## src/rtl/fcb_apbm_pkg.sv

```systemverilog
// Shared types and default widths for the fcb_apbm APB3 requester.
package fcb_apbm_pkg;

    localparam int unsigned FCB_APBM_ADDR_W = 32;
    localparam int unsigned FCB_APBM_DATA_W = 32;

    typedef enum logic [1:0] {
        IDLE   = 2'd0,
        SETUP  = 2'd1,
        ACCESS = 2'd2
    } fcb_apbm_state_e;

endpackage

```

## src/rtl/fcb_apbm_tmo.sv

```systemverilog
// ACCESS-phase wait counter for fcb_apbm; present only in FCB_APBM_TIMEOUT_EN builds.
module fcb_apbm_tmo
    import fcb_apbm_pkg::*;
#(
    parameter int unsigned TIMEOUT_CYCLES = 255
) (
    input  logic clk,
    input  logic rst,
    input  logic in_access,
    input  logic pready,
    output logic expired
);

    localparam int unsigned CNT_W = $clog2(TIMEOUT_CYCLES + 1);
    localparam logic [CNT_W-1:0] LIMIT = CNT_W'(TIMEOUT_CYCLES - 1);

    logic [CNT_W-1:0] cnt_q, cnt_d;

    // Held at zero outside ACCESS, so every ACCESS phase starts from a clean count.
    always_comb begin
        cnt_d = '0;
        if (in_access && !pready) begin
            cnt_d = cnt_q + 1'b1;
        end
    end

    always_ff @(posedge clk or posedge rst) begin
        if (rst) begin
            cnt_q <= '0;
        end else begin
            cnt_q <= cnt_d;
        end
    end

    // cnt_q counts earlier low cycles; the current low cycle makes it TIMEOUT_CYCLES.
    assign expired = in_access && !pready && (cnt_q == LIMIT);

endmodule

```

## src/rtl/fcb_apbm.sv

```systemverilog
// APB3 requester: one single-beat command at a time, one-cycle response pulse.
// Optional ACCESS timeout abort is enabled with `define FCB_APBM_TIMEOUT_EN.
module fcb_apbm
    import fcb_apbm_pkg::*;
#(
    parameter int unsigned ADDR_W         = FCB_APBM_ADDR_W,
    parameter int unsigned DATA_W         = FCB_APBM_DATA_W,
    parameter int unsigned TIMEOUT_CYCLES = 255
) (
    input  logic              FCB_CLK,
    input  logic              FCB_RST,
    input  logic              cmd_valid,
    output logic              cmd_ready,
    input  logic              cmd_write,
    input  logic [ADDR_W-1:0] cmd_addr,
    input  logic [DATA_W-1:0] cmd_wdata,
    output logic              rsp_valid,
    output logic [DATA_W-1:0] rsp_rdata,
    output logic              rsp_err,
    output logic              busy,
    output logic              FCB_APBM_PSEL,
    output logic              FCB_APBM_PENABLE,
    output logic              FCB_APBM_PWRITE,
    output logic [ADDR_W-1:0] FCB_APBM_PADDR,
    output logic [DATA_W-1:0] FCB_APBM_PWDATA,
    input  logic              FCB_APBM_PREADY,
    input  logic              FCB_APBM_PSLVERR,
    input  logic [DATA_W-1:0] FCB_APBM_PRDATA
);

    if (TIMEOUT_CYCLES < 1 || TIMEOUT_CYCLES > 65535) begin : g_bad_timeout
        $error("fcb_apbm: TIMEOUT_CYCLES must be in 1..65535");
    end

    fcb_apbm_state_e   state_q, state_d;
    logic              psel_q, psel_d;
    logic              penable_q, penable_d;
    logic              pwrite_q, pwrite_d;
    logic [ADDR_W-1:0] paddr_q, paddr_d;
    logic [DATA_W-1:0] pwdata_q, pwdata_d;
    logic              rsp_valid_q, rsp_valid_d;
    logic              rsp_err_q, rsp_err_d;
    logic [DATA_W-1:0] rsp_rdata_q, rsp_rdata_d;
    logic              tmo_expired;

`ifdef FCB_APBM_TIMEOUT_EN
    fcb_apbm_tmo #(
        .TIMEOUT_CYCLES(TIMEOUT_CYCLES)
    ) u_tmo (
        .clk      (FCB_CLK),
        .rst      (FCB_RST),
        .in_access(state_q == ACCESS),
        .pready   (FCB_APBM_PREADY),
        .expired  (tmo_expired)
    );
`else
    assign tmo_expired = 1'b0;
`endif

    always_ff @(posedge FCB_CLK or posedge FCB_RST) begin
        if (FCB_RST) begin
            state_q     <= IDLE;
            psel_q      <= 1'b0;
            penable_q   <= 1'b0;
            pwrite_q    <= 1'b0;
            paddr_q     <= '0;
            pwdata_q    <= '0;
            rsp_valid_q <= 1'b0;
            rsp_err_q   <= 1'b0;
            rsp_rdata_q <= '0;
        end else begin
            state_q     <= state_d;
            psel_q      <= psel_d;
            penable_q   <= penable_d;
            pwrite_q    <= pwrite_d;
            paddr_q     <= paddr_d;
            pwdata_q    <= pwdata_d;
            rsp_valid_q <= rsp_valid_d;
            rsp_err_q   <= rsp_err_d;
            rsp_rdata_q <= rsp_rdata_d;
        end
    end

    always_comb begin
        state_d = state_q;
        case (state_q)
            IDLE:    if (cmd_valid) state_d = SETUP;
            SETUP:   state_d = ACCESS;
            ACCESS:  if (FCB_APBM_PREADY || tmo_expired) state_d = IDLE;
            default: state_d = IDLE;
        endcase
    end

    // APB strobes are registered from the next state so they line up with state_q.
    always_comb begin
        psel_d      = (state_d != IDLE);
        penable_d   = (state_d == ACCESS);
        pwrite_d    = pwrite_q;
        paddr_d     = paddr_q;
        pwdata_d    = pwdata_q;
        rsp_valid_d = 1'b0;
        rsp_err_d   = 1'b0;
        rsp_rdata_d = '0;
        if (state_q == IDLE && cmd_valid) begin
            pwrite_d = cmd_write;
            paddr_d  = cmd_addr;
            pwdata_d = cmd_write ? cmd_wdata : '0;
        end
        if (state_q == ACCESS) begin
            if (FCB_APBM_PREADY) begin
                rsp_valid_d = 1'b1;
                rsp_err_d   = FCB_APBM_PSLVERR;
                rsp_rdata_d = pwrite_q ? '0 : FCB_APBM_PRDATA;
            end else if (tmo_expired) begin
                rsp_valid_d = 1'b1;
                rsp_err_d   = 1'b1;
            end
        end
    end

    assign cmd_ready        = (state_q == IDLE);
    assign busy             = (state_q != IDLE);
    assign FCB_APBM_PSEL    = psel_q;
    assign FCB_APBM_PENABLE = penable_q;
    assign FCB_APBM_PWRITE  = pwrite_q;
    assign FCB_APBM_PADDR   = paddr_q;
    assign FCB_APBM_PWDATA  = pwdata_q;
    assign rsp_valid        = rsp_valid_q;
    assign rsp_err          = rsp_err_q;
    assign rsp_rdata        = rsp_rdata_q;

endmodule

```

## config.mk

```make
export PLATFORM = sky130hd
export DESIGN_NAME = fcb_apbm
export DESIGN_NICKNAME = d
export VERILOG_FILES = /design/src/rtl/fcb_apbm_pkg.sv /design/src/rtl/fcb_apbm_tmo.sv /design/src/rtl/fcb_apbm.sv
export SDC_FILE = /design/constraint.sdc
export NUM_CORES = 1
export LEC_CHECK = 0
export CORE_UTILIZATION = 36
export CTS_CLUSTER_SIZE = 40
export DETAILED_ROUTE_END_ITERATION = 10
export PLACE_DENSITY = 0.88
export SYNTH_ARGS = -nofsm -noshare
export SYNTH_HDL_FRONTEND = slang
export SYNTH_SLANG_ARGS = --single-unit
```

## constraint.sdc

```tcl
create_clock -name FCB_CLK -period 2.9 [get_ports FCB_CLK]
set_clock_uncertainty 0.2 [all_clocks]
set_input_delay 0.29 -clock FCB_CLK [delete_from_list [all_inputs] [get_ports FCB_CLK]]
set_output_delay 0.29 -clock FCB_CLK [all_outputs]
set_load 0.01 [all_outputs]
```

==> results.json <==
{
  "status": "finished clean",
  "clockBufferDepth": 2,
  "grt_pass1_vias": 2982,
  "overflow": 0,
  "fp-row-count": 37,
  "p_per_area_mw_per_mm2": 899.4,
  "final_nets": 600,
  "finalSetupTns_ps": 0,
  "critPathLaunchType": "flop",
  "wl_mm": 9.906,
  "pre_cts_ws_ps": 782.6,
  "timing_hold_violations_final": 0,
  "period_share_pct": 78.99,
  "layout_commonest_cell": "clkdlybuf4s50_1",
  "syn_inst": 293,
  "synth_edf_count": 0,
  "cp_slowest_stage_delay_ps": 520,
  "p_leak_nw": 2.799,
  "synth-main-ff-cell": "dfrtp_1",
  "cp-end-kind": "primary output",
  "grt_pass1_wl_mm": 15.53,
  "rsz0062_at_grt": "no",
  "dp_hpwl_mm": 7.299,
  "crit_chain": "or2_2 -> inv_1 -> clkdlybuf4s50_1",
  "track_usage_pct": 18.10,
  "synth_fp_nets": 395,
  "die_y_um": 106.2,
  "setup_slack_ps": 609.4,
  "hold_buffers": 0,
  "first_pass_iters": 4,
  "critical-path-top-delay-family": "buffers and inverters",
  "start_util_pct": 37.54,
  "worst_pin_slew_ps": 533.3,
  "ir_worst_vdd_uv": 405.5,
  "syn2layout_area_growth_pct": 62.08,
  "ys_seq_area_share_pct": 65.92,
  "cts_tree": "built",
  "cts_sinks": 103,
  "antenna_found_initial": 0,
  "drc": 0,
  "total_power_mw": 5.700,
  "grt_max_degree": 63,
  "h-tree-depth": 3,
  "routedWlPerCell_um": 15.50,
  "multi_input_area_sq_mm": 0.001095,
  "fillerInstances": 838,
  "clk-insertion-delay-late_ps": 350,
  "synth_area_sq_mm": 0.003910,
  "slew_headroom_pct": 64.34,
  "drive_gt1_share_pct": 10.34,
  "critPathKind": "flop to primary output",
  "synth_cell_type_count": 20,
  "maxCapViolCount": 0,
  "setup_viol": 0,
  "cp_max_fo": 9,
  "io_pins": 205,
  "max_freq_mhz": 436.6,
  "first_iter_violations": 65,
  "post_cts_buffers": 0,
  "dieArea_sq_mm": 0.01128,
  "vias_per_cell": 4.412,
  "utilization_pct": 60.84,
  "synth-async-reset-ratio_pct": 100.0,
  "core_sq_mm": 0.01042,
  "place_congestion": 0.7202,
  "finalMaxSlewViolations": 0,
  "hold_path.class": "input pin to async pin",
  "crit_slowest_cell": "clkdlybuf4s50_1",
  "cts_inserted_buffers": 9,
  "hold_ws_ps": 161.8,
  "cts-root-buf": "clkbuf_8",
  "seq_area_sq_mm": 0.002577,
  "ys_seq_elements": 103,
  "die_w_um": 106.2,
  "num_vias": 2819,
  "crit_arrival_ps": 1800,
  "fin_crit_ps": 2291,
  "antenna_left": 0,
  "portBuffers": 204,
  "postCtsResizedCells": 0,
  "cp.required_ps": 2410,
  "insertedDiodeCount": 0,
  "avgSynthCellArea_sq_um": 13.34,
  "path_clk_slew_ps": 90,
  "layout_common_cells": "clkdlybuf4s50_1 (204), dfrtp_1 (103), inv_1 (34)",
  "synth_warnings": 0,
  "cp_num_buf_inv": 2
}
-- path summary, 6_finish.rpt --
kind | startpoint | to | slack [ps] | cells past startpoint
max | state_q[0]$_DFF_PP0_ | cmd_ready | 610 | 3
max in group asynchronous | FCB_RST | FCB_APBM_PWDATA[8]$_DFFE_PP0P_ | 1860 | 3
max reg2reg | state_q[0]$_DFF_PP0_ | FCB_APBM_PADDR[1]$_DFFE_PP0P_ | 1050 | 3
min in group FCB_CLK | FCB_APBM_PRDATA[18] | rsp_rdata[18]$_DFF_PP0_ | 280 | 2
min | FCB_RST | FCB_APBM_PWRITE$_DFFE_PP0P_ | 160 | 3
min reg2reg | FCB_APBM_PADDR[9]$_DFFE_PP0P_ | FCB_APBM_PADDR[9]$_DFFE_PP0P_ | 290 | 1
-- per-layer routing --
metal	share of wire, %	vias up	GRT usage, %	routed length, um
met5	0	-	0	0
met4	1.8	0	7.639	177
met3	5.6	14	4.047	557
met2	52	102	31.82	5173
met1	40	1380	21.21	3998
li1	-	1323	-	-
-- cell type report --
type / count / area share (%)
tap: 136 / 2.685
timing repair buffer: 209 / 33.21
clock buffer: 11 / 2.389
sequential: 103 / 40.67
multi-input combinational: 140 / 17.28
inverter: 35 / 2.132
clock inverter: 5 / 1.639
-- logic make-up after synthesis --
kind of cell           share of synthesized area [%]
and+or+nand+nor                                9.920
buffers and inverters                          6.080
AOI/OAI and AO/OA                             0.3839
muxes                                          17.70
DFF                                            65.92
-- cells in the mapped netlist, types with 2 or more instances --
| master | number | share of area [%] |
|---|---|---|
| and2_1 | 31 | 5.0 |
| buf_4 | 2 | 0.38 |
| buf_6 | 4 | 1.2 |
| clkbuf_1 | 7 | 0.67 |
| dfrtp_1 | 103 | 66 |
| inv_1 | 35 | 3.4 |
| mux2_1 | 7 | 2.0 |
| mux2_2 | 26 | 7.5 |
| mux2i_1 | 32 | 8.2 |
| nand2_1 | 33 | 3.2 |
| nor2_1 | 2 | 0.19 |
| o21ai_0 | 3 | 0.38 |
-- registers in the layout (all words and copies together) (netlist names) --
signal	count
FCB_APBM_PADDR	32
FCB_APBM_PENABLE	1
FCB_APBM_PSEL	1
FCB_APBM_PWDATA	32
FCB_APBM_PWRITE	1
rsp_err	1
rsp_rdata	32
rsp_valid	1
state_q	2
-- where the power goes --
group | switching (mW) | internal, mW | leakage, nW
Sequential | 0.303 | 1.95 | 1.32
Combinational | 0.911 | 1.43 | 1.35
Clock | 0.483 | 0.621 | 0.130
Total | 1.70 | 4.00 | 2.80
-- stage by stage --
step	instances	cell area, sq um
floorplan	293	3914
global placement	623	6082
detailed placement	623	6082
CTS	639	6337
global route	639	6337
finish	639	6337
-- worst reg2reg max path: cells and delay by family (launching register included) --
family                 cells  cell delay (ps)
buffers and inverters      1              320
multiplexers               1              430
flip-flops                 1              500
AND/OR/NAND/NOR            1              290
Note: power is estimated with default switching activity, not from simulation.
